### config.mk
export PLATFORM = sky130hd
export DESIGN_NAME = ext_arbiter
export DESIGN_NICKNAME = d
export VERILOG_FILES = /design/src/rtl/ext_arbiter_pkg.sv /design/src/rtl/ext_req_buf.sv /design/src/rtl/ext_arbiter.sv
export SDC_FILE = /design/constraint.sdc
export NUM_CORES = 1
export LEC_CHECK = 0
export BUFFER_PORTS_ARGS = -buffer_cell sky130_fd_sc_hd__buf_2
export CAP_MARGIN = 20
export CORE_ASPECT_RATIO = 1.1
export CORE_MARGIN = 3
export CORE_UTILIZATION = 45
export DETAILED_ROUTE_END_ITERATION = 12
export MAX_ROUTING_LAYER = met4
export PLACE_DENSITY = 0.82
export SYNTH_ARGS = -nofsm -noshare
export SYNTH_HDL_FRONTEND = slang
export SYNTH_SLANG_ARGS = --single-unit
### constraint.sdc
create_clock -name clk -period 3.06 [get_ports clk]
set_input_delay 0.153 -clock clk [delete_from_list [all_inputs] [get_ports clk]]
set_output_delay 0.153 -clock clk [all_outputs]
set_load 0.03 [all_outputs]
### src/rtl/ext_arbiter_pkg.sv
// Shared types and widths for the two-requester extension-unit arbiter.
// Holds the FSM state enum, data widths and the request bundle.
package ext_arbiter_pkg;

  localparam int WORD_W  = 32;
  localparam int FUNC3_W = 3;
  localparam int CNT_W   = 8;

  typedef enum logic [1:0] {
    IDLE,
    ISSUE,
    WAIT
  } state_t;

  typedef struct packed {
    logic [WORD_W-1:0]  a;
    logic [WORD_W-1:0]  b;
    logic [FUNC3_W-1:0] func3;
  } req_t;

endpackage

### src/rtl/ext_req_buf.sv
// Per-requester pending flag plus operand/func3 capture buffer.
// Ports: clk, rst_n, i_start, i_req, i_clr -> o_pending, o_req.
module ext_req_buf
  import ext_arbiter_pkg::*;
(
  input  logic clk,
  input  logic rst_n,
  input  logic i_start,
  input  req_t i_req,
  input  logic i_clr,
  output logic o_pending,
  output req_t o_req
);

  logic r_pending;
  req_t r_req;
  logic w_accept;

  // A start on the clearing edge is accepted.
  assign w_accept = i_start & (~r_pending | i_clr);

  always_ff @(posedge clk or negedge rst_n) begin
    if (!rst_n) begin
      r_pending <= 1'b0;
      r_req     <= '0;
    end else if (w_accept) begin
      r_pending <= 1'b1;
      r_req     <= i_req;
    end else if (i_clr) begin
      r_pending <= 1'b0;
    end
  end

  assign o_pending = r_pending;
  assign o_req     = r_req;

endmodule

### src/rtl/ext_arbiter.sv
// Round-robin arbiter sharing one extension unit between two requesters.
// Ports: clk/rst, r0*/r1* request+result, ext* unit side, busy, grant.
module ext_arbiter
  import ext_arbiter_pkg::*;
#(
  parameter int unsigned TIMEOUT = 255
) (
  input  logic               clk,
  input  logic               rst,
  input  logic               r0Start,
  input  logic [WORD_W-1:0]  r0A,
  input  logic [WORD_W-1:0]  r0B,
  input  logic [FUNC3_W-1:0] r0Func3,
  output logic               r0Done,
  output logic [WORD_W-1:0]  r0R,
  output logic               r0Err,
  input  logic               r1Start,
  input  logic [WORD_W-1:0]  r1A,
  input  logic [WORD_W-1:0]  r1B,
  input  logic [FUNC3_W-1:0] r1Func3,
  output logic               r1Done,
  output logic [WORD_W-1:0]  r1R,
  output logic               r1Err,
  output logic               extStart,
  output logic [WORD_W-1:0]  extA,
  output logic [WORD_W-1:0]  extB,
  output logic [FUNC3_W-1:0] extFunc3,
  input  logic               extDone,
  input  logic [WORD_W-1:0]  extR,
  output logic               busy,
  output logic               grant
);

  localparam logic [CNT_W-1:0] LP_TMO_LAST =
    CNT_W'(TIMEOUT - 1);

  state_t           r_state;
  state_t           w_state_nxt;
  logic [CNT_W-1:0] r_cnt;
  logic             r_grant;
  logic             r_pri;
  req_t             r_ext;
  logic [WORD_W-1:0] r_r0;
  logic [WORD_W-1:0] r_r1;
  logic             r_done0;
  logic             r_done1;
  logic             r_err0;
  logic             r_err1;

  req_t w_in0;
  req_t w_in1;
  req_t w_buf0;
  req_t w_buf1;
  logic w_pend0;
  logic w_pend1;
  logic w_any;
  logic w_pick;
  logic w_load;
  logic w_ok;
  logic w_tmo;
  logic w_fin;
  logic w_clr0;
  logic w_clr1;
  logic w_start;
  logic w_busy;

  assign w_in0 = {r0A, r0B, r0Func3};
  assign w_in1 = {r1A, r1B, r1Func3};

  ext_req_buf u_buf0 (
    .clk       (clk),
    .rst_n     (rst),
    .i_start   (r0Start),
    .i_req     (w_in0),
    .i_clr     (w_clr0),
    .o_pending (w_pend0),
    .o_req     (w_buf0)
  );

  ext_req_buf u_buf1 (
    .clk       (clk),
    .rst_n     (rst),
    .i_start   (r1Start),
    .i_req     (w_in1),
    .i_clr     (w_clr1),
    .o_pending (w_pend1),
    .o_req     (w_buf1)
  );

  assign w_any  = w_pend0 | w_pend1;
  // r_pri names the favoured requester on contention.
  assign w_pick = (w_pend0 & w_pend1) ? r_pri : w_pend1;
  assign w_load = (r_state == IDLE) & w_any;

  // Unit completion beats a coincident timeout.
  assign w_ok  = (r_state == WAIT) & extDone;
  assign w_tmo = (r_state == WAIT) & ~extDone &
                 (r_cnt == LP_TMO_LAST);
  assign w_fin = w_ok | w_tmo;

  assign w_clr0 = w_fin & ~r_grant;
  assign w_clr1 = w_fin &  r_grant;

  always_ff @(posedge clk or negedge rst) begin
    if (!rst) begin
      r_state <= IDLE;
    end else begin
      r_state <= w_state_nxt;
    end
  end

  always_comb begin
    w_state_nxt = r_state;
    w_start     = 1'b0;
    w_busy      = 1'b1;
    unique case (r_state)
      IDLE: begin
        w_busy = 1'b0;
        if (w_any) begin
          w_state_nxt = ISSUE;
        end
      end
      ISSUE: begin
        w_start     = 1'b1;
        w_state_nxt = WAIT;
      end
      WAIT: begin
        if (w_fin) begin
          w_state_nxt = IDLE;
        end
      end
      default: begin
        w_state_nxt = IDLE;
      end
    endcase
  end

  always_ff @(posedge clk or negedge rst) begin
    if (!rst) begin
      r_cnt   <= '0;
      r_grant <= 1'b0;
      r_pri   <= 1'b0;
      r_ext   <= '0;
      r_r0    <= '0;
      r_r1    <= '0;
      r_done0 <= 1'b0;
      r_done1 <= 1'b0;
      r_err0  <= 1'b0;
      r_err1  <= 1'b0;
    end else begin
      r_done0 <= 1'b0;
      r_done1 <= 1'b0;
      r_err0  <= 1'b0;
      r_err1  <= 1'b0;
      if (w_load) begin
        r_grant <= w_pick;
        r_pri   <= ~w_pick;
        r_ext   <= w_pick ? w_buf1 : w_buf0;
      end
      if (r_state == ISSUE) begin
        r_cnt <= '0;
      end else if ((r_state == WAIT) && !extDone) begin
        r_cnt <= r_cnt + 1'b1;
      end
      if (w_fin) begin
        if (r_grant) begin
          r_r1    <= w_ok ? extR : '0;
          r_done1 <= 1'b1;
          r_err1  <= w_tmo;
        end else begin
          r_r0    <= w_ok ? extR : '0;
          r_done0 <= 1'b1;
          r_err0  <= w_tmo;
        end
      end
    end
  end

  assign extStart = w_start;
  assign extA     = r_ext.a;
  assign extB     = r_ext.b;
  assign extFunc3 = r_ext.func3;
  assign busy     = w_busy;
  assign grant    = r_grant;
  assign r0Done   = r_done0;
  assign r0Err    = r_err0;
  assign r0R      = r_r0;
  assign r1Done   = r_done1;
  assign r1Err    = r_err1;
  assign r1R      = r_r1;

endmodule

==> impl_metrics.json <==
{
  "status": "completed",
  "fin_crit_sh_pct": 81.27,
  "avgSynthCellArea_um2": 14.80,
  "power_density_mw_per_mm2": 1103,
  "gr-total-overflow": 0,
  "die_x_um": 155.6,
  "synth_nets": 921,
  "drive_above_1_share_pct": 42.41,
  "synth_top_area_share_pct": 63.96,
  "worstPathArrival_ns": 2.91,
  "fillers": 1620,
  "area_delta_synth_final_pct": 41.65,
  "period_minus_slack_ns": 2.487,
  "hold_viol": 0,
  "ys_ff_latch": 283,
  "start_util_pct": 46.29,
  "diodes": 0,
  "startpoint_type": "flip-flop",
  "port_buffers": 308,
  "place_hpwl_um": 19320,
  "synth.most_common_cell": "dfrtp_1",
  "post_cts_buffers": 0,
  "worst_pin_slew_ns": 0.8139,
  "slew_headroom_pct": 45.54,
  "path_max_fanout": 30,
  "grt_max_degree": 101,
  "crit_type": "reg2reg",
  "rows": 59,
  "end_kind": "flip-flop",
  "synth_warnings": 0,
  "synthTopCellsByCount": "283 x dfrtp_1, 76 x inv_1, 74 x mux2_2",
  "nNetsFinal": 1395,
  "yosysUniqueCellTypes": 37,
  "clk_pin_slew_ns": 0.07,
  "gp_congestion": 0.7995,
  "cts_buffer_depth": 3,
  "grt_first_pass_wirelength_um": 52580,
  "clock-root-buffer": "clkbuf_16",
  "num_vias": 8653,
  "cts_buffers": 29,
  "worstRegToRegCells": 5,
  "syn-cell-area_mm2": 0.01107,
  "ir_worst_vdd_mv": 0.6644,
  "first_global_vias": 9525,
  "synth_top_cells_by_area": "dfrtp_1 64%, mux2_4 8.1%, mux2_2 7.5%",
  "synth_top_area_cell": "dfrtp_1",
  "clock_latency_ns": 0.54,
  "clock_skew_ns": 0.01638,
  "rsz0062_at_grt": "no",
  "clock_sinks": 283,
  "grt.total_usage_pct": 25.60,
  "drtIter0Drc": 863,
  "power_leakage_nw": 8.117,
  "vias_per_cell": 5.583,
  "synth-edff-count": 0,
  "drtPass1Iterations": 7,
  "setup_tns_ns": 0,
  "drc": 0,
  "io_pins": 309,
  "ctsHtreeMaxLevel": 1,
  "dieArea_mm2": 0.02652,
  "core_area_mm2": 0.02392,
  "wl_um": 34020,
  "fp.dieH_um": 170.5,
  "dpl_cell_area_mm2": 0.01300,
  "setup_ws_ns": 0.5730,
  "cts_tree": "built",
  "final_area_mm2": 0.01568,
  "wl_per_cell_um": 21.95,
  "hold_path_class": "in2reg",
  "synth.yosys.seq_area_share_pct": 63.96,
  "async_flop_share_pct": 100.0,
  "maxCapViolCount": 0,
  "synth_ff_type": "dfrtp_1",
  "antenna_left": 0,
  "dp_slack_ns": 0.6036,
  "antenna_found_initial": 0,
  "worst_ep_required_time_ns": 3.48,
  "min_path_cells": 4,
  "syn_inst": 748,
  "drv_slew": 0,
  "setup_violations": 0,
  "fmax_mhz": 402.1
}
stage by stage:
stage | total power [W] | cells | utilization (%) | hold WS [ns]
2_1_floorplan | 0.01107 | 748 | - | -0.1426
3_3_place_gp | 0.01294 | 1327 | 54.36 | 0.2401
3_5_place_dp | 0.01322 | 1327 | 54.36 | 0.2482
4_1_cts | 0.01711 | 1550 | 65.57 | 0.01602
5_1_grt | 0.01812 | 1550 | 65.57 | 0.05527
6_report | 0.01730 | 1550 | 65.57 | 0.03938
final timing paths:
| path | start | end | slack, ns |
|---|---|---|---|
| worst max-delay path | r_state[0] | u_buf1.o_req[60] | 0.57 |
| worst min-delay path | extDone | r_state[1] | 0.04 |
| worst max register to register | r_state[0] | u_buf1.o_req[60] | 0.57 |
| worst min register to register | extA[29] | extA[29] | 0.49 |
| max in group asynchronous | rst | extA[24] | 1.92 |
| min in group asynchronous | rst | u_buf0.o_req[15] | 0.25 |
flip-flops by register name, summed over array words and instances (netlist names), 2 cells and up:
signal	count
u_buf0.o_req	67
u_buf1.o_req	67
extA	32
extB	32
r0R	32
r1R	32
r_cnt	8
extFunc3	3
r_state	2
routing by layer:
metal / GRT usage, % / part of all wire [%] / vias to the layer above
met5: - / 0 / -
met4: 10.28 / 3.9 / 0
met3: 5.186 / 7.9 / 102
met2: 43.71 / 51 / 481
met1: 29.78 / 37 / 4347
li1: - / - / 3723
placed cells by master (no fill, tap or decap), types with 2 or more instances in the layout:
cell and count:
clkinv_2 8, a22o_1 64, a32o_1 2, mux2_4 60, and3_2 2, or2_2 2
ha_1 2, mux2_2 74, o21bai_1 2, a21o_1 2, nand2b_1 3, clkbuf_8 5
a222oi_1 67, a21oi_1 5, clkinv_4 3, nor2_1 2, buf_2 307, nor3_4 2
nand3_1 4, nand2_1 12, nand4_1 4, nor3_1 3, dlygate4sd3_1 169, buf_4 15
buf_12 6, o41ai_1 2, clkbuf_16 29, inv_1 76, o21ai_0 5, o311ai_0 2
bufinv_16 3, o21ai_4 3, clkbuf_1 2, clkinvlp_4 3, dfrtp_1 283
timing repair:
item / in CTS / in global routing
hold buffers: 169 / 0
gates resized for setup: 0 / 0
hold endpoints to repair: 297 / 0
worst max-delay path, stage by stage, from the launching register on:
cell and delay [ns]:
dfrtp_1 0.68, nand4bb_1 0.49, nor3_4 0.12, o21ai_4 0.21
buf_4 0.45, mux2_2 0.40
where the power goes:
part | total [W] | internal [W] | switching [W]
clock | 0.00365 | 0.00212 | 0.00153
combinational | 0.00695 | 0.00293 | 0.00402
sequential | 0.00670 | 0.00551 | 0.00119
total | 0.0173 | 0.0106 | 0.00674
cell families after synthesis:
kind of cell	Yosys count	synth area share [%]
muxes	134	15.66
and+or+nand+nor	42	2.328
buffers and inverters	131	5.164
AOI/OAI and AO/OA	156	12.66
DFF	283	63.96
adders and majority gates	2	0.2260
area by class of cell:
class	count	area (um2)	share of cell area, %
multi-input cells	334	3470	22.12
repair buffers	498	3476	22.16
well taps	305	381.6	2.433
clock buffers	36	802.0	5.114
inverters	76	285.3	1.819
clock inverters	18	187.7	1.197
flip-flops and latches	283	7082	45.15
Power figures use the tool's default switching activity.
